`config.mk`:
```
export PLATFORM = sky130hd
export DESIGN_NAME = aes_state_reg_flat
export DESIGN_NICKNAME = d
export VERILOG_FILES = /design/src/rtl/aes_state_reg_if.sv /design/src/rtl/aes_state_reg.sv /design/src/flat_wrapper.sv
export SDC_FILE = /design/constraint.sdc
export NUM_CORES = 1
export LEC_CHECK = 0
export CAP_MARGIN = 20
export CORE_AREA = 5 5 155 157
export DETAILED_ROUTE_END_ITERATION = 7
export DIE_AREA = 0 0 160 162
export PLACE_DENSITY_LB_ADDON = 0.25
export SETUP_SLACK_MARGIN = 0.02
export SLEW_MARGIN = 15
export SYNTH_ARGS = -nofsm -noshare
export SYNTH_HDL_FRONTEND = slang
export SYNTH_SLANG_ARGS = --single-unit
```
`constraint.sdc`:
```
create_clock -name clk -period 1.3 [get_ports clk]
set_input_delay 0.26 -clock clk [delete_from_list [all_inputs] [get_ports clk]]
set_output_delay 0.26 -clock clk [all_outputs]
set_load 0.02 [all_outputs]
```
`src/rtl/aes_state_reg_if.sv`:
```
// Bus bundle for aes_state_reg: load/round-update inputs and registered state outputs.
// master = block driving loads and round results, slave = the state register.
interface aes_state_reg_if #(
  parameter int W = 128
);
  logic           load;
  logic [W-1:0]   din;
  logic [W-1:0]   rin;
  logic           rvalid;
  logic [W-1:0]   state;
  logic [3:0]     round;
  logic           busy;
  logic           done;
  logic           sel_ld;
  logic           sel_rf;
  logic [W/8-1:0] par;

  modport master (
    output load, din, rin, rvalid,
    input  state, round, busy, done, sel_ld, sel_rf, par
  );

  modport slave (
    input  load, din, rin, rvalid,
    output state, round, busy, done, sel_ld, sel_rf, par
  );
endinterface

```
`src/rtl/aes_state_reg.sv`:
```
// AES round state register: loads the initial state, then takes NR round results.
// Optional macro AES_STATE_PARITY_EN adds registered per-byte even parity on par.
module aes_state_reg #(
  parameter int NR = 10,
  parameter int W  = 128
) (
  input  logic           clk,
  input  logic           rstb,
  aes_state_reg_if.slave bus
);

  typedef enum logic {
    IDLE = 1'b0,
    RUN  = 1'b1
  } fsm_t;

  localparam logic [3:0] LAST_ROUND = 4'(NR);

  fsm_t       fsm;
  logic [3:0] round_nxt;

  assign round_nxt = bus.round + 4'd1;

  // Selects are registered so the downstream AO22 mux sees glitch-free, one-hot
  // controls: sel_ld while idle (next load), sel_rf while a block runs.
  always_ff @(posedge clk or negedge rstb) begin
    if (!rstb) begin
      fsm       <= IDLE;
      bus.state <= '0;
      bus.round <= '0;
      bus.busy  <= 1'b0;
      bus.done  <= 1'b0;
      bus.sel_ld <= 1'b1;
      bus.sel_rf <= 1'b0;
    end else begin
      // NOTE: non-blocking assignments throughout, so every flop samples pre-edge values.
      bus.done <= 1'b0;
      case (fsm)
        IDLE: begin
          if (bus.load) begin
            fsm        <= RUN;
            bus.state  <= bus.din;
            bus.round  <= '0;
            bus.busy   <= 1'b1;
            bus.sel_ld <= 1'b0;
            bus.sel_rf <= 1'b1;
          end
        end
        RUN: begin
          if (bus.rvalid) begin
            bus.state <= bus.rin;
            bus.round <= round_nxt;
            if (round_nxt == LAST_ROUND) begin
              fsm        <= IDLE;
              bus.busy   <= 1'b0;
              bus.done   <= 1'b1;
              bus.sel_ld <= 1'b1;
              bus.sel_rf <= 1'b0;
            end
          end
        end
        default: fsm <= IDLE;
      endcase
    end
  end

`ifdef AES_STATE_PARITY_EN
  function automatic logic [W/8-1:0] byte_parity(input logic [W-1:0] v);
    logic [W/8-1:0] p;
    p = '0;
    for (int i = 0; i < W/8; i++) p[i] = ^v[8*i +: 8];
    return p;
  endfunction

  logic         par_we;
  logic [W-1:0] par_src;

  // Parity tracks exactly the value written into state on the same edge.
  always_comb begin
    par_we  = 1'b0;
    par_src = bus.din;
    if (fsm == IDLE) begin
      par_we  = bus.load;
      par_src = bus.din;
    end else begin
      par_we  = bus.rvalid;
      par_src = bus.rin;
    end
  end

  always_ff @(posedge clk or negedge rstb) begin
    if (!rstb) begin
      // NOTE: parity is reset along with state so par stays consistent with state=0.
      bus.par <= '0;
    end else if (par_we) begin
      bus.par <= byte_parity(par_src);
    end
  end
`else
  assign bus.par = '0;
`endif

endmodule

```
`src/flat_wrapper.sv`:
```
// flat-port wrapper written by rule: the top's interface ports become plain ports
module aes_state_reg_flat 
#(
  parameter int NR = 10,
  parameter int W  = 128
)
  (clk, rstb, bus_load, bus_din, bus_rin, bus_rvalid, bus_state, bus_round, bus_busy, bus_done, bus_sel_ld, bus_sel_rf, bus_par);
  aes_state_reg_if #(.W(W)) bus_i ();
  input  logic clk;
  input  logic rstb;
  input wire logic [$bits(bus_i.load)-1:0] bus_load;
  input wire logic [$bits(bus_i.din)-1:0] bus_din;
  input wire logic [$bits(bus_i.rin)-1:0] bus_rin;
  input wire logic [$bits(bus_i.rvalid)-1:0] bus_rvalid;
  output wire logic [$bits(bus_i.state)-1:0] bus_state;
  output wire logic [$bits(bus_i.round)-1:0] bus_round;
  output wire logic [$bits(bus_i.busy)-1:0] bus_busy;
  output wire logic [$bits(bus_i.done)-1:0] bus_done;
  output wire logic [$bits(bus_i.sel_ld)-1:0] bus_sel_ld;
  output wire logic [$bits(bus_i.sel_rf)-1:0] bus_sel_rf;
  output wire logic [$bits(bus_i.par)-1:0] bus_par;
  assign bus_i.load = bus_load;
  assign bus_i.din = bus_din;
  assign bus_i.rin = bus_rin;
  assign bus_i.rvalid = bus_rvalid;
  assign bus_state = bus_i.state;
  assign bus_round = bus_i.round;
  assign bus_busy = bus_i.busy;
  assign bus_done = bus_i.done;
  assign bus_sel_ld = bus_i.sel_ld;
  assign bus_sel_rf = bus_i.sel_rf;
  assign bus_par = bus_i.par;
  aes_state_reg #(.NR(NR), .W(W)) u_core (.clk(clk), .rstb(rstb), .bus(bus_i));
endmodule
```
==> After elaboration in Yosys (flattened, before gate mapping) <==
Index checks and enable logic that the tools add are counted.
{ "op_classes": {"n_eq_ne": 4, "n_bitwise": 1, "n_mux": 21, "n_addsub": 1, "reduce_logical": 2} }
{ "ops": {"columns": ["op", "n"], "rows": [
  ["128-bit two-way mux", 2],
  ["128-bit case mux with 2 select lines", 1],
  ["1-bit two-way mux", 12],
  ["4-bit two-way mux", 2],
  ["4-bit case mux with 2 select lines", 1],
  ["2-bit != test, second input constant", 3],
  ["1-bit case mux with 2 select lines", 3],
  ["4-bit by 1-bit adder with 4-bit output, second input constant", 1],
  ["4-bit == test, second input constant", 1],
  ["3-bit AND reduction", 1],
  ["2-bit AND reduction", 1],
  ["1-bit NOT", 1]
]} }
{ "word_totals": {"elab_cells": 35, "reg_bits": 136, "out_inout_bits": 152, "inputBits": 260} }

==> Depth between registers and ports, before layout <==
{ "depth": {"ltp_word": 5, "depth_mapped": 7, "depth_no_buf": 5} }

==> Worst setup path before layout <==
Ideal clock, no wire load.
{ "synth_path": {"path_type": "register -> register", "startpoint": "reg u_core.fsm", "endpoint": "reg u_core.bus.state[104]", "t_arrival_ps": 1187, "path_buffers": 4, "period_less_slack_ps": 1320, "required_time_ps": 1167, "slack_ps": -20, "setup_time_ps": 133, "stages_incl_launch_ff": 8, "cell_sequence": "dfrtp_1 buf_2 mux2i_4 buf_6 buf_6 buf_6 nand2_1 o21ai_0"} }
{ "synth_between": {"elab_chain_len": 3, "elab_cells_between_ends": 5, "classes_between": "2 x eq/ne; 1 x mux; 1 x bitwise; 1 x reduce/logical"} }
{ "synth_rtl": {"columns": ["element", "line", "source"], "rows": [
  ["start: declaration", "aes_state_reg.sv:19", "fsm_t fsm;"],
  ["start signal: assignment", "aes_state_reg.sv:28", "fsm <= IDLE;"],
  ["start signal: assignment", "aes_state_reg.sv:41", "fsm <= RUN;"],
  ["start signal: assignment", "aes_state_reg.sv:54", "fsm <= IDLE;"],
  ["1-bit NOT", "aes_state_reg.sv:38", "case (fsm)"],
  ["2-bit != test (no source line)", null, null],
  ["2-bit AND reduction (no source line)", null, null],
  ["end signal: assignment", "aes_state_reg.sv:42", "bus.state <= bus.din;"],
  ["end signal: assignment", "aes_state_reg.sv:51", "bus.state <= bus.rin;"],
  ["end: declaration", "aes_state_reg_if.sv:25", "output state, round, busy, done, sel_ld, sel_rf, par"]
]} }
Several ways; a longest one is shown, not always the timed one.
A chain may end at the register's enable or synchronous reset.

==> Worst setup path after layout <==
{ "layout_path": {"startpoint": "reg u_core.fsm", "endpoint": "reg u_core.bus.state[32]"} }
The elaborated chain is that of the path after synthesis.

==> flow_summary.yaml <==
drt:
  drt-pass1-iter-count: 4
  vias_per_cell: 4.41
  drtIter0Drc: 193
  drc: 0
  ant_nets: 0
  via_count: 5897
  wl_um: 22700
  routedWlPerCell_um: 17.0
worst_setup_path:
  cp_num_buf_inv: 2
  endpoint_kind: "flip-flop"
  worstPathCellList: "mux2i_4 > buf_12 > clkbuf_16 > nand2_1 > o21ai_1"
  arrival_ps: 1720
  cp_max_fo: 20
  ff2ff_path_depth: 5
  critPathTopFamily: "flip-flops"
  cp_slowest_stage_delay_ps: 510
  critPathLaunchType: "flip-flop"
  cp_slowest_cell: "dfrtp_4"
  cp.required_ps: 1630
  path_class: "flip-flop to flip-flop"
  cp_num_cells: 5
grt:
  track_usage_pct: 16.1
  top_usage_layer: "met2"
  grt_antenna_before_repair: 0
  grt_util_met2_pct: 29.1
  overflow: 0
  grt_max_degree: 49
  grt_pass1_vias: 5979
  grt_pass1_wl_um: 32900
  met1_usage_pct: 17.8
  grt.met3_usage_pct: 6.27
clock_tree:
  clock-root-buffer: "clkbuf_16"
  cts_tree: "yes"
  cts.clk_slew.worst_paths_ps: 60
  cts_sinks: 136
  clock_tree.htree_level_count: 4
  numCtsBuffers: 17
  clock_latency_ps: 420
  ctsLongestPathBuffers: 2
worst_hold_path:
  worstHoldPathType: "primary input to asynchronous set/reset pin"
sta:
  setup_violations: 134
  hold_violations: 0
  slew_violations: 0
  setup_slack_ps: -84.1
  finClkSkew_ps: 11.5
  rsz0062_at_grt: "true"
  final.setup.tns_ps: -6680
  finalCritPeriodShare_pct: 106
  min_period_ps: 1380
  fmax_ghz: 0.722
floorplanning:
  die_y_um: 162
  start_util_pct: 28.9
  die_area_mm2: 0.0259
  coreArea_mm2: 0.0224
  pin_count: 412
  fp-row-count: 55
  die_w_um: 160
layout:
  layout-drive-gt1-share_pct: 24.7
  fin_nets: 1302
  final_util_pct: 50.8
  num_antenna_cells: 0
  fin_cells: 1338
  finalInstanceArea_mm2: 0.0114
  syn2layout_area_growth_pct: 75.7
logic_synthesis:
  synth_warnings: 0
  ys_seq_elements: 136
  synth-seq-area-share_pct: 52.7
  synth_area_mm2: 0.00646
  netlist_instances: 609
  avgSynthCellArea_um2: 10.6
  synth_cell_types: 30
pwr:
  power_leakage_nw: 5.81
  p_per_area_mw_per_mm2: 1690
  peakVddDrop_mv: 0.886
placement:
  io_buffers: 395
  dp_cells: 1286
  placed_area_mm2: 0.0109
  dpl.hpwl_um: 17300
  gp_congestion: 0.765
job:
  maxCapViolations: 0
run_status:
  violations: "setup timing"
  outcome: "finished with violations"
-- final cells by class --
class,instances,area (um2)
Multi-Input combinational cell,424,2750
Sequential cell,136,3410
Inverter,2,7.51
Tap cell,285,357
Timing Repair Buffer,459,4280
Fill cell,2150,11000
Clock inverter,13,109
Clock buffer,19,443
-- power by group --
part           internal (W)  total, W  leakage [nW]  switching [W]
Combinational       0.00396   0.00854          3.89        0.00458
Clock               0.00254   0.00453         0.264        0.00199
Sequential          0.00548   0.00617          1.65       0.000689
-- cell families (layout without fill, tap and decap cells) --
| kind of cell | count (synthesis) | after routing | synth area share (%) |
|---|---|---|---|
| AND/OR/NAND/NOR | 137 | 137 | 8.19 |
| AO/OA/AOI/OAI | 136 | 136 | 10.9 |
| multiplexers | 130 | 130 | 20.3 |
| buffers and inverters | 64 | 493 | 7.08 |
| XOR/XNOR | 3 | 3 | 0.406 |
| other | 1 | 16 | 0.0580 |
| flip-flops | 136 | 136 | 52.7 |
| adder cells (fa/ha/maj) | 2 | 2 | 0.387 |
-- cells in the final DEF, fill, tap and decap left out, types with 2 or more instances in the layout --
master / n
clkbuf_16: 25
buf_6: 22
buf_16: 2
clkinvlp_4: 3
clkdlybuf4s50_1: 258
o21ai_2: 7
dfrtp_2: 2
buf_4: 33
inv_6: 6
conb_1: 16
inv_1: 2
buf_8: 2
nand2_1: 124
mux2i_2: 10
o21ai_1: 121
buf_12: 16
nand3_1: 2
nand2_2: 6
mux2i_1: 119
dfrtp_1: 132
buf_2: 117
xnor2_1: 2
a21o_1: 2
clkinv_4: 2
-- synth_stat cells --
master	n	area (um2)
clkbuf_1	4	15.0
xor2_1	1	8.76
and3_1	1	6.26
clkbuf_2	9	45.0
mux2i_1	129	1290
nand3b_1	1	7.51
buf_4	18	135
dfstp_2	1	26.3
a32oi_1	1	8.76
a22o_1	1	8.76
o21ai_1	71	355
a21o_1	2	15.0
o31ai_1	1	7.51
ha_1	2	25.0
nor3b_1	1	7.51
inv_1	2	7.51
nand2b_1	1	6.26
buf_2	15	75.1
o211ai_1	1	7.51
nand2_1	130	488
nor2_1	1	3.75
dfrtp_1	135	3380
conb_1	1	3.75
nand3_1	2	10.0
a31oi_1	1	6.26
xnor2_1	2	17.5
a32o_1	1	10.0
buf_6	16	180
mux2i_4	1	22.5
o21ai_0	57	285
-- flip-flops by register name, indices dropped and copies added, names as in the netlist --
| name | flops |
|---|---|
| u_core.bus.sel_ld | 1 |
| u_core.fsm | 1 |
| u_core.bus.state | 128 |
| u_core.bus.round | 4 |
| u_core.bus.sel_rf | 1 |
| u_core.bus.done | 1 |
-- worst paths after layout --
check                                                         end  slack, ps                               from
worst max-delay path             u_core.bus.state[32]$_DFFE_PN0P_        -80               u_core.fsm$_DFF_PN0_
worst min-delay path             u_core.bus.state[40]$_DFFE_PN0P_        340                               rstb
worst max register to register   u_core.bus.state[32]$_DFFE_PN0P_        -80               u_core.fsm$_DFF_PN0_
worst min register to register  u_core.bus.state[102]$_DFFE_PN0P_        480  u_core.bus.state[102]$_DFFE_PN0P_
max in group asynchronous           u_core.bus.sel_ld$_DFFE_PN1P_        390                               rstb
min in group clk                 u_core.bus.state[77]$_DFFE_PN0P_        450                        bus_din[77]
-- routing by layer --
metal  vias to the layer above  wire [um]
met5                         -          0
met4                         0        279
met3                        16       1870
met2                       237      11600
met1                      2721       8970
li1                       2923          -
-- timing repair --
item                                    CTS  global route
hold buffers                              1             0
pin swaps                                 0             4
endpoints found under the setup margin  265           149
endpoints found under the hold margin    29             0
resized for setup                       559            38
buffers inserted                          6             4
gates cloned                              0             9
-- stage by stage --
stage	total power [W]	hold WS, ps	worst slack [ps]
after global routing	0.0204	366	-143
after detailed placement	0.0151	221	-308
after CTS	0.0190	346	-69.2
after floorplan	0.0106	-35.6	0.851
final	0.0192	340	-84.1
after global placement	0.0150	215	-269
(Power assumes the default switching activity.)
